## src/rtl/pipeline_hazard_ctrl_if.sv

```systemverilog
// pipeline_hazard_ctrl_if: pipeline-side signals of the hazard controller; HAZARD_PERF_EN adds the perf counters
interface pipeline_hazard_ctrl_if;
  logic [4:0] addr_rs_d, addr_rt_d, addr_rs_e, addr_rt_e, addr_wr_e, addr_wr_m, addr_wr_w;
  logic con_branch_d, con_ifbranch_d, con_jump_d, con_mduse_d;
  logic con_regwrite_e, con_memread_e, con_mdstart_e;
  logic con_regwrite_m, con_memread_m, con_regwrite_w;
  logic stall_f, stall_d, flush_d, flush_e, fwd_rs_d, fwd_rt_d, mdu_busy;
  logic [1:0] fwd_rs_e, fwd_rt_e;
`ifdef HAZARD_PERF_EN
  logic [31:0] stall_cnt, flush_cnt;
`endif
  modport master (
    output addr_rs_d, addr_rt_d, addr_rs_e, addr_rt_e, addr_wr_e, addr_wr_m, addr_wr_w,
    output con_branch_d, con_ifbranch_d, con_jump_d, con_mduse_d,
    output con_regwrite_e, con_memread_e, con_mdstart_e,
    output con_regwrite_m, con_memread_m, con_regwrite_w,
    input stall_f, stall_d, flush_d, flush_e, fwd_rs_d, fwd_rt_d, fwd_rs_e, fwd_rt_e, mdu_busy
`ifdef HAZARD_PERF_EN
    , input stall_cnt, flush_cnt
`endif
  );
  modport slave (
    input addr_rs_d, addr_rt_d, addr_rs_e, addr_rt_e, addr_wr_e, addr_wr_m, addr_wr_w,
    input con_branch_d, con_ifbranch_d, con_jump_d, con_mduse_d,
    input con_regwrite_e, con_memread_e, con_mdstart_e,
    input con_regwrite_m, con_memread_m, con_regwrite_w,
    output stall_f, stall_d, flush_d, flush_e, fwd_rs_d, fwd_rt_d, fwd_rs_e, fwd_rt_e, mdu_busy
`ifdef HAZARD_PERF_EN
    , output stall_cnt, flush_cnt
`endif
  );
endinterface

```

## src/rtl/pipeline_hazard_ctrl.sv

```systemverilog
// pipeline_hazard_ctrl: stall/flush/forward control for the 5-stage MIPS pipeline plus mult/div busy tracking
// HAZARD_PERF_EN adds registered stall/flush cycle counters.
module pipeline_hazard_ctrl #(
  parameter int MDU_CYCLES = 4
) (
  input logic i_clk,
  input logic i_nrst,
  pipeline_hazard_ctrl_if.slave hz
);
  typedef enum logic {IDLE, BUSY} state_t;
  localparam logic [5:0] cnt_load = 6'(MDU_CYCLES - 1);
  state_t state, state_nx;
  logic [5:0] cnt, cnt_nx;
  logic lw_stall, br_stall, md_stall, stall, flush;
  function automatic logic hit(input logic [4:0] a, input logic [4:0] b);
    return a != 5'd0 && a == b;
  endfunction
  function automatic logic [1:0] fwd_sel(input logic [4:0] r, input logic rw_m, input logic [4:0] wr_m,
                                         input logic rw_w, input logic [4:0] wr_w);
    return (rw_m && hit(wr_m, r)) ? 2'b10 : (rw_w && hit(wr_w, r)) ? 2'b01 : 2'b00;
  endfunction
  assign lw_stall = hz.con_memread_e && (hit(hz.addr_wr_e, hz.addr_rs_d) || hit(hz.addr_wr_e, hz.addr_rt_d));
  assign br_stall = hz.con_branch_d &&
                    ((hz.con_regwrite_e && (hit(hz.addr_wr_e, hz.addr_rs_d) || hit(hz.addr_wr_e, hz.addr_rt_d))) ||
                     (hz.con_memread_m && (hit(hz.addr_wr_m, hz.addr_rs_d) || hit(hz.addr_wr_m, hz.addr_rt_d))));
  assign md_stall = hz.con_mduse_d && (state == BUSY || hz.con_mdstart_e);
  // Every combinational output is gated so the async reset clears it immediately.
  assign stall = i_nrst && (lw_stall || br_stall || md_stall);
  assign flush = i_nrst && (hz.con_ifbranch_d || hz.con_jump_d) && !stall;
  assign hz.stall_f = stall;
  assign hz.stall_d = stall;
  assign hz.flush_e = stall;
  assign hz.flush_d = flush;
  assign hz.fwd_rs_d = i_nrst && hz.con_regwrite_m && !hz.con_memread_m && hit(hz.addr_wr_m, hz.addr_rs_d);
  assign hz.fwd_rt_d = i_nrst && hz.con_regwrite_m && !hz.con_memread_m && hit(hz.addr_wr_m, hz.addr_rt_d);
  assign hz.fwd_rs_e = i_nrst ? fwd_sel(hz.addr_rs_e, hz.con_regwrite_m, hz.addr_wr_m, hz.con_regwrite_w, hz.addr_wr_w) : 2'b00;
  assign hz.fwd_rt_e = i_nrst ? fwd_sel(hz.addr_rt_e, hz.con_regwrite_m, hz.addr_wr_m, hz.con_regwrite_w, hz.addr_wr_w) : 2'b00;
  assign hz.mdu_busy = state == BUSY;
  always_ff @(posedge i_clk or negedge i_nrst)
    if (!i_nrst) begin
      state <= IDLE;
      cnt <= 6'd0;
    end else begin
      state <= state_nx;
      cnt <= cnt_nx;
    end
  // A start while busy reloads the count rather than being ignored.
  always_comb begin
    state_nx = state;
    cnt_nx = cnt;
    if (hz.con_mdstart_e) begin
      state_nx = BUSY;
      cnt_nx = cnt_load;
    end else if (state == BUSY) begin
      state_nx = cnt == 6'd0 ? IDLE : BUSY;
      cnt_nx = cnt == 6'd0 ? 6'd0 : cnt - 6'd1;
    end
  end
`ifdef HAZARD_PERF_EN
  logic [31:0] stall_cnt, flush_cnt;
  always_ff @(posedge i_clk or negedge i_nrst)
    if (!i_nrst) begin
      stall_cnt <= 32'd0;
      flush_cnt <= 32'd0;
    end else begin
      stall_cnt <= stall_cnt + 32'(stall);
      flush_cnt <= flush_cnt + 32'(flush);
    end
  assign hz.stall_cnt = stall_cnt;
  assign hz.flush_cnt = flush_cnt;
`endif
endmodule

```

## src/flat_wrapper.sv

```systemverilog
// flat-port wrapper written by rule: the top's interface ports become plain ports
module pipeline_hazard_ctrl_flat 
#(
  parameter int MDU_CYCLES = 4
)
  (i_clk, i_nrst, hz_addr_rs_d, hz_addr_rt_d, hz_addr_rs_e, hz_addr_rt_e, hz_addr_wr_e, hz_addr_wr_m, hz_addr_wr_w, hz_con_branch_d, hz_con_ifbranch_d, hz_con_jump_d, hz_con_mduse_d, hz_con_regwrite_e, hz_con_memread_e, hz_con_mdstart_e, hz_con_regwrite_m, hz_con_memread_m, hz_con_regwrite_w, hz_stall_f, hz_stall_d, hz_flush_d, hz_flush_e, hz_fwd_rs_d, hz_fwd_rt_d, hz_fwd_rs_e, hz_fwd_rt_e, hz_mdu_busy);
  pipeline_hazard_ctrl_if hz_i ();
  input logic i_clk;
  input logic i_nrst;
  input wire logic [$bits(hz_i.addr_rs_d)-1:0] hz_addr_rs_d;
  input wire logic [$bits(hz_i.addr_rt_d)-1:0] hz_addr_rt_d;
  input wire logic [$bits(hz_i.addr_rs_e)-1:0] hz_addr_rs_e;
  input wire logic [$bits(hz_i.addr_rt_e)-1:0] hz_addr_rt_e;
  input wire logic [$bits(hz_i.addr_wr_e)-1:0] hz_addr_wr_e;
  input wire logic [$bits(hz_i.addr_wr_m)-1:0] hz_addr_wr_m;
  input wire logic [$bits(hz_i.addr_wr_w)-1:0] hz_addr_wr_w;
  input wire logic [$bits(hz_i.con_branch_d)-1:0] hz_con_branch_d;
  input wire logic [$bits(hz_i.con_ifbranch_d)-1:0] hz_con_ifbranch_d;
  input wire logic [$bits(hz_i.con_jump_d)-1:0] hz_con_jump_d;
  input wire logic [$bits(hz_i.con_mduse_d)-1:0] hz_con_mduse_d;
  input wire logic [$bits(hz_i.con_regwrite_e)-1:0] hz_con_regwrite_e;
  input wire logic [$bits(hz_i.con_memread_e)-1:0] hz_con_memread_e;
  input wire logic [$bits(hz_i.con_mdstart_e)-1:0] hz_con_mdstart_e;
  input wire logic [$bits(hz_i.con_regwrite_m)-1:0] hz_con_regwrite_m;
  input wire logic [$bits(hz_i.con_memread_m)-1:0] hz_con_memread_m;
  input wire logic [$bits(hz_i.con_regwrite_w)-1:0] hz_con_regwrite_w;
  output wire logic [$bits(hz_i.stall_f)-1:0] hz_stall_f;
  output wire logic [$bits(hz_i.stall_d)-1:0] hz_stall_d;
  output wire logic [$bits(hz_i.flush_d)-1:0] hz_flush_d;
  output wire logic [$bits(hz_i.flush_e)-1:0] hz_flush_e;
  output wire logic [$bits(hz_i.fwd_rs_d)-1:0] hz_fwd_rs_d;
  output wire logic [$bits(hz_i.fwd_rt_d)-1:0] hz_fwd_rt_d;
  output wire logic [$bits(hz_i.fwd_rs_e)-1:0] hz_fwd_rs_e;
  output wire logic [$bits(hz_i.fwd_rt_e)-1:0] hz_fwd_rt_e;
  output wire logic [$bits(hz_i.mdu_busy)-1:0] hz_mdu_busy;
  assign hz_i.addr_rs_d = hz_addr_rs_d;
  assign hz_i.addr_rt_d = hz_addr_rt_d;
  assign hz_i.addr_rs_e = hz_addr_rs_e;
  assign hz_i.addr_rt_e = hz_addr_rt_e;
  assign hz_i.addr_wr_e = hz_addr_wr_e;
  assign hz_i.addr_wr_m = hz_addr_wr_m;
  assign hz_i.addr_wr_w = hz_addr_wr_w;
  assign hz_i.con_branch_d = hz_con_branch_d;
  assign hz_i.con_ifbranch_d = hz_con_ifbranch_d;
  assign hz_i.con_jump_d = hz_con_jump_d;
  assign hz_i.con_mduse_d = hz_con_mduse_d;
  assign hz_i.con_regwrite_e = hz_con_regwrite_e;
  assign hz_i.con_memread_e = hz_con_memread_e;
  assign hz_i.con_mdstart_e = hz_con_mdstart_e;
  assign hz_i.con_regwrite_m = hz_con_regwrite_m;
  assign hz_i.con_memread_m = hz_con_memread_m;
  assign hz_i.con_regwrite_w = hz_con_regwrite_w;
  assign hz_stall_f = hz_i.stall_f;
  assign hz_stall_d = hz_i.stall_d;
  assign hz_flush_d = hz_i.flush_d;
  assign hz_flush_e = hz_i.flush_e;
  assign hz_fwd_rs_d = hz_i.fwd_rs_d;
  assign hz_fwd_rt_d = hz_i.fwd_rt_d;
  assign hz_fwd_rs_e = hz_i.fwd_rs_e;
  assign hz_fwd_rt_e = hz_i.fwd_rt_e;
  assign hz_mdu_busy = hz_i.mdu_busy;
  pipeline_hazard_ctrl #(.MDU_CYCLES(MDU_CYCLES)) u_core (.i_clk(i_clk), .i_nrst(i_nrst), .hz(hz_i));
endmodule
```

## config.mk

```make
export PLATFORM = sky130hd
export DESIGN_NAME = pipeline_hazard_ctrl_flat
export DESIGN_NICKNAME = d
export VERILOG_FILES = /design/src/rtl/pipeline_hazard_ctrl_if.sv /design/src/rtl/pipeline_hazard_ctrl.sv /design/src/flat_wrapper.sv
export SDC_FILE = /design/constraint.sdc
export NUM_CORES = 1
export LEC_CHECK = 0
export ABC_AREA = 1
export CORE_ASPECT_RATIO = 1.4
export CORE_MARGIN = 10
export CORE_UTILIZATION = 45
export CTS_BUF_LIST = sky130_fd_sc_hd__clkbuf_4 sky130_fd_sc_hd__clkbuf_8
export DETAILED_ROUTE_END_ITERATION = 6
export GPL_TIMING_DRIVEN = 0
export PLACE_DENSITY_LB_ADDON = 0.1
export SLEW_MARGIN = 20
export SYNTH_ARGS = -nofsm -noshare
export SYNTH_HDL_FRONTEND = slang
export SYNTH_SLANG_ARGS = --single-unit
```

## constraint.sdc

```tcl
create_clock -name i_clk -period 3.9 [get_ports i_clk]
set_input_delay 0.585 -clock i_clk [delete_from_list [all_inputs] [get_ports i_clk]]
set_output_delay 0.585 -clock i_clk [all_outputs]
set_load 0.02 [all_outputs]
```

-- Yosys cells after proc, flatten, opt, wreduce, memory -nomap -nowiden
Index checks and enable logic that the tools add are counted.
- reduce and logical (&&, ||, !) cells: 38
- add/subtract/negate cells: 1
- multiplexer cells: 12
- eq/ne operators: 8
- operator list (kind ; count):
    $eq 5x5->1 ; 8
    $logic_and 1x1->1 ; 24
    $mux 6 ; 3
    $reduce_bool 5->1 ; 3
    $mux 2 ; 4
    $logic_or 1x1->1 ; 7
    $logic_not 6->1 ; 1
    $sub 6x1->6 const B ; 1
    $mux 1 ; 5
    $logic_not 1->1 ; 2
    $reduce_bool 2->1 ; 1
- register bits: 7
- output and inout port bits: 11

-- Longest topological paths before layout
- depth after elaboration: 11
- mapped depth: 12

-- Worst setup path before layout
OpenSTA, ideal clock, no wires.
- path kind: input-to-output
- from: input port hz_addr_wr_m[2]
- to: output port hz_stall_d
- path slack: 1.698 ns
- cell stages on the path: 10
- buffers on the path: 2
- required time: 3.315 ns
- arrival: 1.617 ns
- path through: buf_4 > xor2_1 > nor2_2 > nand3_2 > nand2_1 > nand2_1 > nand3_2 > nand2_1 > inv_1 > buf_4
- word-level cells in the longest chain between the ends: 9
- ends and longest elaborated chain (item ; line ; RTL):
    from (decl) ; flat_wrapper.sv:15 ; input wire logic [$bits(hz_i.addr_wr_m)-1:0] hz_addr_wr_m;
    $eq 5x5->1 / $reduce_bool 5->1 (equally long branches) ; pipeline_hazard_ctrl.sv:16 ; return a != 5'd0 && a == b;
    $logic_and 1x1->1 ; pipeline_hazard_ctrl.sv:16 ;
    $logic_or 1x1->1 (*) ; pipeline_hazard_ctrl.sv:25 ; (hz.con_memread_m && (hit(hz.addr_wr_m, hz.addr_rs_d) || hit(hz.addr_wr_m, hz.addr_rt_d))));
    $logic_and 1x1->1 (*) ; pipeline_hazard_ctrl.sv:25 ;
    $logic_or 1x1->1 (*) ; pipeline_hazard_ctrl.sv:24 ; ((hz.con_regwrite_e && (hit(hz.addr_wr_e, hz.addr_rs_d) || hit(hz.addr_wr_e, hz.addr_rt_d))) ||
    $logic_and 1x1->1 (*) ; pipeline_hazard_ctrl.sv:23 ; assign br_stall = hz.con_branch_d &&
    $logic_or 1x1->1 (*) (2 in a row) ; pipeline_hazard_ctrl.sv:28 ; assign stall = i_nrst && (lw_stall || br_stall || md_stall);
    $logic_and 1x1->1 (*) ; pipeline_hazard_ctrl.sv:28 ;
    to (decl) ; flat_wrapper.sv:28 ; output wire logic [$bits(hz_i.stall_d)-1:0] hz_stall_d;
Every way passes the cells marked *; elsewhere a longest branch is shown, timed or not.

-- Worst setup path in the final report
- from: input port i_nrst
- to: output port hz_fwd_rt_e[0]
- word-level cells in the longest chain between the ends: 1
- ends and longest elaborated chain (item ; line ; RTL):
    from (decl) ; flat_wrapper.sv:9 ; input logic i_nrst;
    $mux 2 ; pipeline_hazard_ctrl.sv:37 ; assign hz.fwd_rt_e = i_nrst ? fwd_sel(hz.addr_rt_e, hz.con_regwrite_m, hz.addr_wr_m, hz.con_regwrite_w, hz.add ...
    to (decl) ; flat_wrapper.sv:34 ; output wire logic [$bits(hz_i.fwd_rt_e)-1:0] hz_fwd_rt_e;
Every way passes these cells.

==> impl_metrics.tcl <==
set metrics [dict create \
    status "finished, final reports clean" \
    grt_remaining_overflow 0 \
    synthAdderAreaFrac_pct 2.19 \
    clock_skew_ps 0.857 \
    synth-seq-area-share_pct 15.3 \
    hold_buffers 0 \
    met2_usage_pct 22.9 \
    clockBufferDepth 2 \
    htreeDepth 1 \
    synth-simple-area-share_pct 42.7 \
    timing.max_cap.violations 0 \
    required_ps 3310 \
    portBuffers 55 \
    final-hold-violation-count 0 \
    ys_top_cells_by_area "nand2_1, dfrtp_1, inv_1, xor2_1, nor2_1" \
    synth_compound_area_share_pct 8.96 \
    setup_slack_ps 581 \
    async_flop_share_pct 100 \
    hold_class "flip-flop to flip-flop" \
    cpMostUsedCell "clkdlybuf4s50_1" \
    start_util_pct 47.4 \
    dr.pass1.iters 4 \
    final_cells 289 \
    criticalPathCategory "primary input to output port" \
    r2r_slack_ps 2450 \
    rsz0062_at_grt "false" \
    power.leakage_nw 0.883 \
    area_growth_syn_to_layout_pct 54.4 \
    powerDensity_nw_per_um2 230 \
    holdCritStartpoint "u_core.cnt[0]$_DFFE_PN0N_" \
    synth_xor_xnor_area_share_pct 16.1 \
    startpoint_type "primary input" \
    top_usage_layer "met2" \
    postCtsResizedCells 0 \
    slowest_stage "clkdlybuf4s50_1" \
    dp_hpwl_mm 2.91 \
    synthFlopType "dfrtp_1" \
    synthTopCellsByCount "nand2_1, inv_1, nor2_1, xor2_1" \
    critPathTopFamily "buffers and inverters" \
    fin_setup_tns_ps 0 \
    grt_pass1_wl_mm 5.22 \
    cts_root_buffer "clkbuf_4" \
    grt_max_degree 14 \
    cts_buffers 3 \
    maxSlewViolCount 0 \
    wl_per_cell_um 11.3 \
    worstSetupStartpoint "i_nrst" \
    antennaDiodeCount 0 \
    internal-power_mw 0.249 \
    n_fill_cell 227 \
    gr-usage-met1_pct 13.7 \
    finalWirelength_mm 3.27 \
    insertion_delay_ps 250 \
    critPathBufInv 2 \
    switchingPower_mw 0.157 \
    drc 0 \
    vias 1343 \
    synth-edff-count 0 \
    gp_congestion 0.825 \
    p_clk_share_pct 18.3 \
    worstMarginPinSlew_ps 529 \
    grt.total_usage_pct 12.4 \
    dieArea_um2 4990 \
    cts_setup_buffers 0 \
    vias_per_cell 4.65 \
    synthesis.nets 245 \
    syn_inst 196 \
    nets 305 \
    met3_usage_pct 2.95 \
    dpl.cell_count 285 \
    antenna_found_initial 0 \
    path_max_fanout 13 \
    combPwrFrac_pct 54.7 \
    synth_top_family_by_area "simple AND/OR/NAND/NOR gates" \
    ys_warn_count 0 \
    swShare_pct 38.6 \
    hold_slack_ps 533 \
    seqPwrFrac_pct 27.0 \
    layout-drive-gt1-share_pct 7.45 \
    clkSlewWorstSetupHoldPaths_ps 50 \
    reg2regPathDepth 9 \
    reg2reg_from "u_core.cnt[0]$_DFFE_PN0N_" \
    fmax_mhz 301 \
    synth_top_area_share_pct 19.3 \
    max_slew_margin_pct 64.6 \
    cts.sink_count 7 \
    syn_avg_cell_area_um2 5.84 \
    die_w_um 62.6 \
    rows 21 \
    worstReg2RegEnd "u_core.cnt[2]$_DFFE_PN0N_" \
    crit_path_max_incr_delay_ps 800 \
    ys_types 28 \
    cts_tree "built" \
    multiInputGateArea_um2 801 \
    setup_viol 0 \
    synthMuxAreaShare_pct 0 \
    drt-initial-drc-count 30 \
    synth.most_common_cell "nand2_1" \
    die_h_um 79.7 \
    ant_nets 0 \
    worstPathCellList "clkdlybuf4s50_1, nand2_1, a21oi_1, o211ai_1, nor3_1, nand4_1, nor2_1, clkdlybuf4s50_1" \
    ys_ff_latch 7 \
    pin_count 58 \
    coreArea_um2 2420 \
    min_to "u_core.cnt[0]$_DFFE_PN0N_" \
    arrival_ps 2730 \
    min_period_ps 3320 \
    peakVddDrop_mv 0.156 \
    p_total_mw 0.406 \
    fin_crit_sh_pct 85.1 \
    synthesis.area_um2 1140 \
    yosys.area.top_type "nand2_1" \
    regArea_um2 175 \
    dp_slack_ps 553 \
    endpoint_kind "output port" \
    holdPathStages 1 \
    grt_pass1_vias 1242 \
]
## kinds of logic (layout without fill, tap and decap cells)
logic type,count (synthesis),in the layout
AO/OA/AOI/OAI,17,17
AND/OR/NAND/NOR,109,109
flip-flops,7,7
XOR/XNOR,21,21
buffers and inverters,40,99
adder cells (fa/ha/maj),2,2
## layout make-up
type / instances / area share (%)
Multi-Input combinational cell: 149 / 45.3
Timing Repair Buffer: 55 / 31.1
Sequential cell: 7 / 9.91
Inverter: 36 / 7.64
Tap cell: 34 / 2.41
Buffer: 4 / 1.91
Clock buffer: 4 / 1.70
## how the worst max path moves through the flow
| stage | slack [ps] | endpoint | depth (start not counted) |
|---|---|---|---|
| 2_1_floorplan | 1700 | hz_stall_d | 10 |
| 3_3_place_gp | 550 | hz_fwd_rt_e[0] | 8 |
| 3_5_place_dp | 550 | hz_fwd_rt_e[0] | 8 |
| 4_1_cts | 540 | hz_fwd_rt_e[0] | 8 |
| 5_1_grt | 360 | hz_fwd_rt_e[0] | 8 |
| 6_report | 580 | hz_fwd_rt_e[0] | 8 |
## power groups by stage
stage	clock, mW	sequential (mW)	combinational [mW]
2_1_floorplan	0	0.109	0.128
3_3_place_gp	0	0.109	0.219
3_5_place_dp	0	0.110	0.223
4_1_cts	0.0732	0.108	0.225
5_1_grt	0.0799	0.111	0.246
6_report	0.0741	0.110	0.222
## per-stage QoR
step	area [µm²]	util, %
after floorplan	1140	-
after global placement	1740	71.9
after detailed placement	1740	71.9
after CTS	1770	73.1
after global routing	1770	73.1
final	1770	73.1
## sequential cells by signal, indices dropped and copies added (netlist names)
signal / count
u_core.hz.mdu_busy: 1
u_core.cnt: 6
## cells in the final DEF (no fill, tap or decap), drive strengths merged
master / n
and3: 2
nor2: 23
a21oi: 3
dfrtp: 7
clkbuf: 4
nor3: 5
nor4: 1
ha: 2
o21bai: 1
o2111ai: 1
inv: 36
nand2: 59
o22ai: 4
nand4: 4
xor2: 13
xnor2: 8
o21ai: 6
o211ai: 1
clkdlybuf4s50: 55
and2: 1
o221ai: 1
buf: 4
nand3b: 1
or2: 2
nand3: 11
## layer usage
metal,wire (µm),vias up,share of wire (%)
met1,1450,575,44
met3,169,3,5.2
met4,18,0,0.55
li1,-,726,-
met5,0,-,0
met2,1630,39,50
## worst reg2reg max path: stages, from the launching register on
cell     delay [ps]
dfrtp_1         390
inv_1            80
ha_1            190
nand4_1          90
nand2_1         110
inv_1           100
nand2_1         100
o21ai_0         170
nand2_1          70
o21ai_0          70
Power figures use the tool's default switching activity.
